==> src/rtl/mem_stage.sv <==
`timescale 1ns/1ps
`default_nettype none
// ============================================================================
//  mem_stage : pipeline M/W stage with a handshaked data-memory port,
//              wait-state stall, saturating wait counter and sticky timeout.
//  Rev 1.0
// ============================================================================
module mem_stage (
    input  logic        clk,
    input  logic        reset,
    input  logic        RegWriteE,
    input  logic        MemtoRegE,
    input  logic        MemWriteE,
    input  logic        PCSrcE,
    input  logic [3:0]  RdE,
    input  logic [31:0] ALUResultE,
    input  logic [31:0] WriteDataE,
    output logic        RegWriteM,
    output logic        PCSrcM,
    output logic [3:0]  RdM,
    output logic [31:0] ALUResultM,
    output logic        MemReq,
    output logic        MemWe,
    output logic [31:0] MemAddr,
    output logic [31:0] MemWData,
    input  logic        MemReady,
    input  logic [31:0] MemRData,
    output logic        StallM,
    output logic        RegWriteW,
    output logic        MemtoRegW,
    output logic        PCSrcW,
    output logic [3:0]  RdW,
    output logic [31:0] ReadDataW,
    output logic [31:0] ALUResultW,
    output logic        MemErr,
    output logic [7:0]  WaitCnt
);

    typedef enum logic [1:0] {
        ST_IDLE = 2'd0,
        ST_WAIT = 2'd1,
        ST_ERR  = 2'd2
    } state_t;

    localparam logic [7:0] c_WAIT_MAX = 8'd255;

    state_t      r_state;
    state_t      w_state_nxt;
    logic [7:0]  r_wait_cnt;

    logic        r_reg_write_m, r_mem_to_reg_m, r_mem_write_m, r_pcsrc_m;
    logic [3:0]  r_rd_m;
    logic [31:0] r_alu_m, r_wdata_m;

    logic        r_reg_write_w, r_mem_to_reg_w, r_pcsrc_w;
    logic [3:0]  r_rd_w;
    logic [31:0] r_alu_w, r_rdata_w;

    logic        w_mem_op, w_mem_req, w_done, w_stall;

    always_comb begin
        w_mem_op  = r_mem_write_m | r_mem_to_reg_m;
        w_mem_req = w_mem_op & (r_state != ST_ERR);
        w_done    = w_mem_req & MemReady;
        w_stall   = (w_mem_req & ~MemReady) | (r_state == ST_ERR);
    end

    always_comb begin
        w_state_nxt = r_state;
        case (r_state)
            ST_IDLE: if (w_mem_req && !MemReady) w_state_nxt = ST_WAIT;
            ST_WAIT: begin
                if (w_done)
                    w_state_nxt = ST_IDLE;
                else if (r_wait_cnt == c_WAIT_MAX)
                    w_state_nxt = ST_ERR;
            end
            ST_ERR:  w_state_nxt = ST_ERR;
            default: w_state_nxt = ST_IDLE;
        endcase
    end

    always_ff @(posedge clk or negedge reset) begin
        if (!reset) begin
            r_state    <= ST_IDLE;
            r_wait_cnt <= 8'd0;
        end else begin
            r_state <= w_state_nxt;
            if (w_state_nxt == ST_IDLE)
                r_wait_cnt <= 8'd0;
            else if (w_mem_req && !MemReady && (r_wait_cnt != c_WAIT_MAX))
                r_wait_cnt <= r_wait_cnt + 8'd1;
        end
    end

    // M holds while stalled so the memory request stays stable across waits
    always_ff @(posedge clk or negedge reset) begin
        if (!reset) begin
            r_reg_write_m  <= 1'b0;
            r_mem_to_reg_m <= 1'b0;
            r_mem_write_m  <= 1'b0;
            r_pcsrc_m      <= 1'b0;
            r_rd_m         <= 4'd0;
            r_alu_m        <= 32'd0;
            r_wdata_m      <= 32'd0;
        end else if (!w_stall) begin
            r_reg_write_m  <= RegWriteE;
            r_mem_to_reg_m <= MemtoRegE;
            r_mem_write_m  <= MemWriteE;
            r_pcsrc_m      <= PCSrcE;
            r_rd_m         <= RdE;
            r_alu_m        <= ALUResultE;
            r_wdata_m      <= WriteDataE;
        end
    end

    // While stalled W takes a bubble: only the side-effecting controls clear
    always_ff @(posedge clk or negedge reset) begin
        if (!reset) begin
            r_reg_write_w  <= 1'b0;
            r_mem_to_reg_w <= 1'b0;
            r_pcsrc_w      <= 1'b0;
            r_rd_w         <= 4'd0;
            r_alu_w        <= 32'd0;
            r_rdata_w      <= 32'd0;
        end else if (w_stall) begin
            r_reg_write_w  <= 1'b0;
            r_pcsrc_w      <= 1'b0;
        end else begin
            r_reg_write_w  <= r_reg_write_m;
            r_mem_to_reg_w <= r_mem_to_reg_m;
            r_pcsrc_w      <= r_pcsrc_m;
            r_rd_w         <= r_rd_m;
            r_alu_w        <= r_alu_m;
            if (r_mem_to_reg_m)
                r_rdata_w  <= MemRData;
        end
    end

    assign RegWriteM  = r_reg_write_m;
    assign PCSrcM     = r_pcsrc_m;
    assign RdM        = r_rd_m;
    assign ALUResultM = r_alu_m;
    assign MemReq     = w_mem_req;
    assign MemWe      = w_mem_req & r_mem_write_m;
    assign MemAddr    = r_alu_m;
    assign MemWData   = r_wdata_m;
    assign StallM     = w_stall;
    assign RegWriteW  = r_reg_write_w;
    assign MemtoRegW  = r_mem_to_reg_w;
    assign PCSrcW     = r_pcsrc_w;
    assign RdW        = r_rd_w;
    assign ReadDataW  = r_rdata_w;
    assign ALUResultW = r_alu_w;
    assign MemErr     = (r_state == ST_ERR);
    assign WaitCnt    = r_wait_cnt;

endmodule
`default_nettype wire
==> config.mk <==
export PLATFORM = sky130hd
export DESIGN_NAME = mem_stage
export DESIGN_NICKNAME = d
export VERILOG_FILES = /design/src/rtl/mem_stage.sv
export SDC_FILE = /design/constraint.sdc
export NUM_CORES = 1
export LEC_CHECK = 0
export ABC_AREA = 1
export CAP_MARGIN = 10
export CORE_MARGIN = 1.5
export CORE_UTILIZATION = 45
export CTS_CLUSTER_DIAMETER = 80
export DETAILED_ROUTE_END_ITERATION = 12
export PLACE_DENSITY = 0.9
export SKIP_CTS_REPAIR_TIMING = 1
export SKIP_LAST_GASP = 1
export SLEW_MARGIN = 20
export SYNTH_ARGS = -nofsm -noshare
export SYNTH_HDL_FRONTEND = slang
export SYNTH_SLANG_ARGS = --single-unit
==> constraint.sdc <==
create_clock -name clk -period 2.78 [get_ports clk]
set_clock_uncertainty 0.1 [all_clocks]
set_input_delay 0.278 -clock clk [delete_from_list [all_inputs] [get_ports clk]]
set_output_delay 0.278 -clock clk [all_outputs]
set_load 0.02 [all_outputs]
==> impl_metrics.json <==
{
  "status": "complete, no violations",
  "synth_cells": 696,
  "vias": 5385,
  "met3_usage_pct": 6.41,
  "yosysUniqueCellTypes": 23,
  "clock-sinks": 153,
  "clock.fmax_mhz": 427,
  "p_total_mw": 7.83,
  "fillerInstances": 1020,
  "drc_errors": 0,
  "cts_tree": "done",
  "grt_max_degree": 108,
  "nets": 1057,
  "wl_um": 16700,
  "rsz0062_at_grt": "false",
  "clkPwrFrac_pct": 29.5,
  "die_h_um": 122,
  "period_share_pct": 84.2,
  "synth_nets": 804,
  "setup_violations": 0,
  "grt-ovfl-total": 0,
  "drt-initial-drc-count": 264,
  "first_global_vias": 5173,
  "grt_use_total_pct": 22.7,
  "holdWs_ps": 255,
  "antenna_found_initial": 0,
  "seq_area_frac_synth_pct": 60.4,
  "grt_util_met2_pct": 39.7,
  "cts_buffer_depth": 2,
  "slew_headroom_pct": 34.5,
  "worst_slew_pin_slew_ps": 983,
  "finalHoldViolCount": 0,
  "most-common-layout-cells": "nand2_1, clkdlybuf4s50_1, dfrtp_1",
  "report.final.slew_viol_count": 0,
  "routedWlPerCell_um": 14.7,
  "clk_pin_slew_worst_paths_ps": 60,
  "pwr_density_cell_nw_per_um2": 809,
  "final_common_cell": "nand2_1",
  "maxCapViolations": 0,
  "synth_warnings": 0,
  "synth_top_cell_area_share_pct": 60.4,
  "numCtsBuffers": 17,
  "place_ws_ps": 469,
  "synth_top_area_cell": "dfrtp_1",
  "synth_area_um2": 6330,
  "p_leak_nw": 4.61,
  "place_congestion": 0.861,
  "ir_drop_mv": 0.432,
  "critPathKind": "flip-flop to output port",
  "setup_slack_ps": 440,
  "grt_pass1_wl_um": 25900,
  "num_rows": 43,
  "ant_nets": 0,
  "drive_gt1_share_pct": 6.13,
  "die_x_um": 122,
  "numPortBuffers": 291,
  "end_kind": "output port",
  "p_sw_mw": 2.55,
  "core-area_um2": 13800,
  "combPwrFrac_pct": 32.9,
  "fin_crit_ps": 2340,
  "start_kind": "flip-flop",
  "die_area_um2": 14800,
  "arrival_ps": 1960,
  "required_ps": 2400,
  "syn_to_final_growth_pct": 52.8,
  "cts-root-buf": "clkbuf_16",
  "syn_avg_cell_area_um2": 9.10,
  "dr.pass1.iters": 5,
  "synth_area_leaders": "dfrtp_1, nand2_1, o21ai_0",
  "fin_setup_tns_ps": 0,
  "cp_max_fo": 4,
  "p_int_mw": 5.27,
  "switching_share_pct": 32.6,
  "initial_core_util_pct": 45.8,
  "viasPerCell": 4.72,
  "synth-seq-cells": 153,
  "grt_busiest_layer": "met2",
  "insertion_delay_ps": 410,
  "diodes": 0,
  "hold_path.class": "input port to asynchronous set/reset pin",
  "grt_use_met1_pct": 26.1,
  "cts_max_level": 4,
  "pwr-share-seq_pct": 37.6,
  "hpwl_um": 12000,
  "io_pins": 292
}
==> synth_stat cells <==
library cell and number:
nand4_1 5, xor2_1 1, nand2_1 300, dfrtp_1 153, nand2_2 2, buf_2 14, clkbuf_1 7, buf_12 1
o21bai_1 3, nand2_4 1, o21ai_0 56, nor2_4 2, nand3_2 10, inv_1 42, nand3_1 30, a21oi_1 1
buf_6 6, buf_4 37, inv_2 4, inv_4 1, buf_8 1, ha_1 1, nor2_1 18
==> power by group through the flow <==
stage	clock [mW]	combinational (mW)	sequential (mW)
3_5_place_dp	0	2.59	2.97
6_report	2.31	2.58	2.94
2_1_floorplan	0	0.791	3.47
5_1_grt	2.47	2.76	2.99
3_3_place_gp	0	2.54	2.95
4_1_cts	2.35	2.60	2.94
==> area by class of cell <==
| type | instances | area, µm² | share of cell area, % |
|---|---|---|---|
| clock inverters | 12 | 150 | 1.55 |
| clock buffers | 20 | 447 | 4.62 |
| repair buffers | 300 | 3000 | 31.0 |
| inverters | 47 | 179 | 1.85 |
| flip-flops and latches | 153 | 3830 | 39.6 |
| multi-input cells | 430 | 1850 | 19.1 |
| well taps | 180 | 225 | 2.33 |
==> per-stage QoR <==
stage | util [%] | cells | area, µm²
after floorplan | - | 696 | 6330
after global placement | 65.6 | 1109 | 9070
after detailed placement | 65.6 | 1109 | 9070
after global routing | 70.0 | 1142 | 9680
after CTS | 69.9 | 1141 | 9670
final | 70.0 | 1142 | 9680
==> final timing paths <==
check,start,to,slack (ps),cells after the start
setup / recovery,r_state[1],StallM,440,6
hold / removal,reset,ReadDataW[19],250,2
setup reg to reg,r_state[1],ALUResultW[8],660,7
hold reg to reg,ALUResultW[1],ALUResultW[1],370,2
max in group asynchronous,reset,WaitCnt[1],1550,3
min in group clk,WriteDataE[24],MemWData[24],290,3
==> flip-flops by register name, summed over array words and instances, names as in the netlist <==
register,flops
r_mem_to_reg_m,1
RdW,4
WaitCnt,8
MemtoRegW,1
ALUResultW,32
PCSrcW,1
PCSrcM,1
RdM,4
r_state,2
ALUResultM,32
RegWriteW,1
RegWriteM,1
ReadDataW,32
MemWData,32
r_mem_write_m,1
==> logic make-up (layout without fill, tap and decap cells) <==
family                   after synthesis  after routing  share of synthesized area (%)
AO/OA/AOI/OAI                         60             60                           4.86
adder cells (fa/ha/maj)                1              1                          0.197
flip-flops                           153            153                           60.4
XOR/XNOR                               1              1                          0.138
buffers and inverters                113            379                           10.3
AND/OR/NAND/NOR                      368            368                           24.0
==> worst max-delay path: stages, from the launching register on <==
cell             delay, ps
dfrtp_1                390
nand2_1                180
nand2_4                 90
nor2_4                 140
nor2_4                  60
inv_4                   50
clkdlybuf4s50_1        640
==> routing by layer <==
layer / wire length, µm / up-vias
li1: - / 2624
met1: 6430 / 2523
met2: 8630 / 207
met3: 1200 / 31
met4: 484 / 0
met5: 0 / -
(Power assumes the default switching activity.)
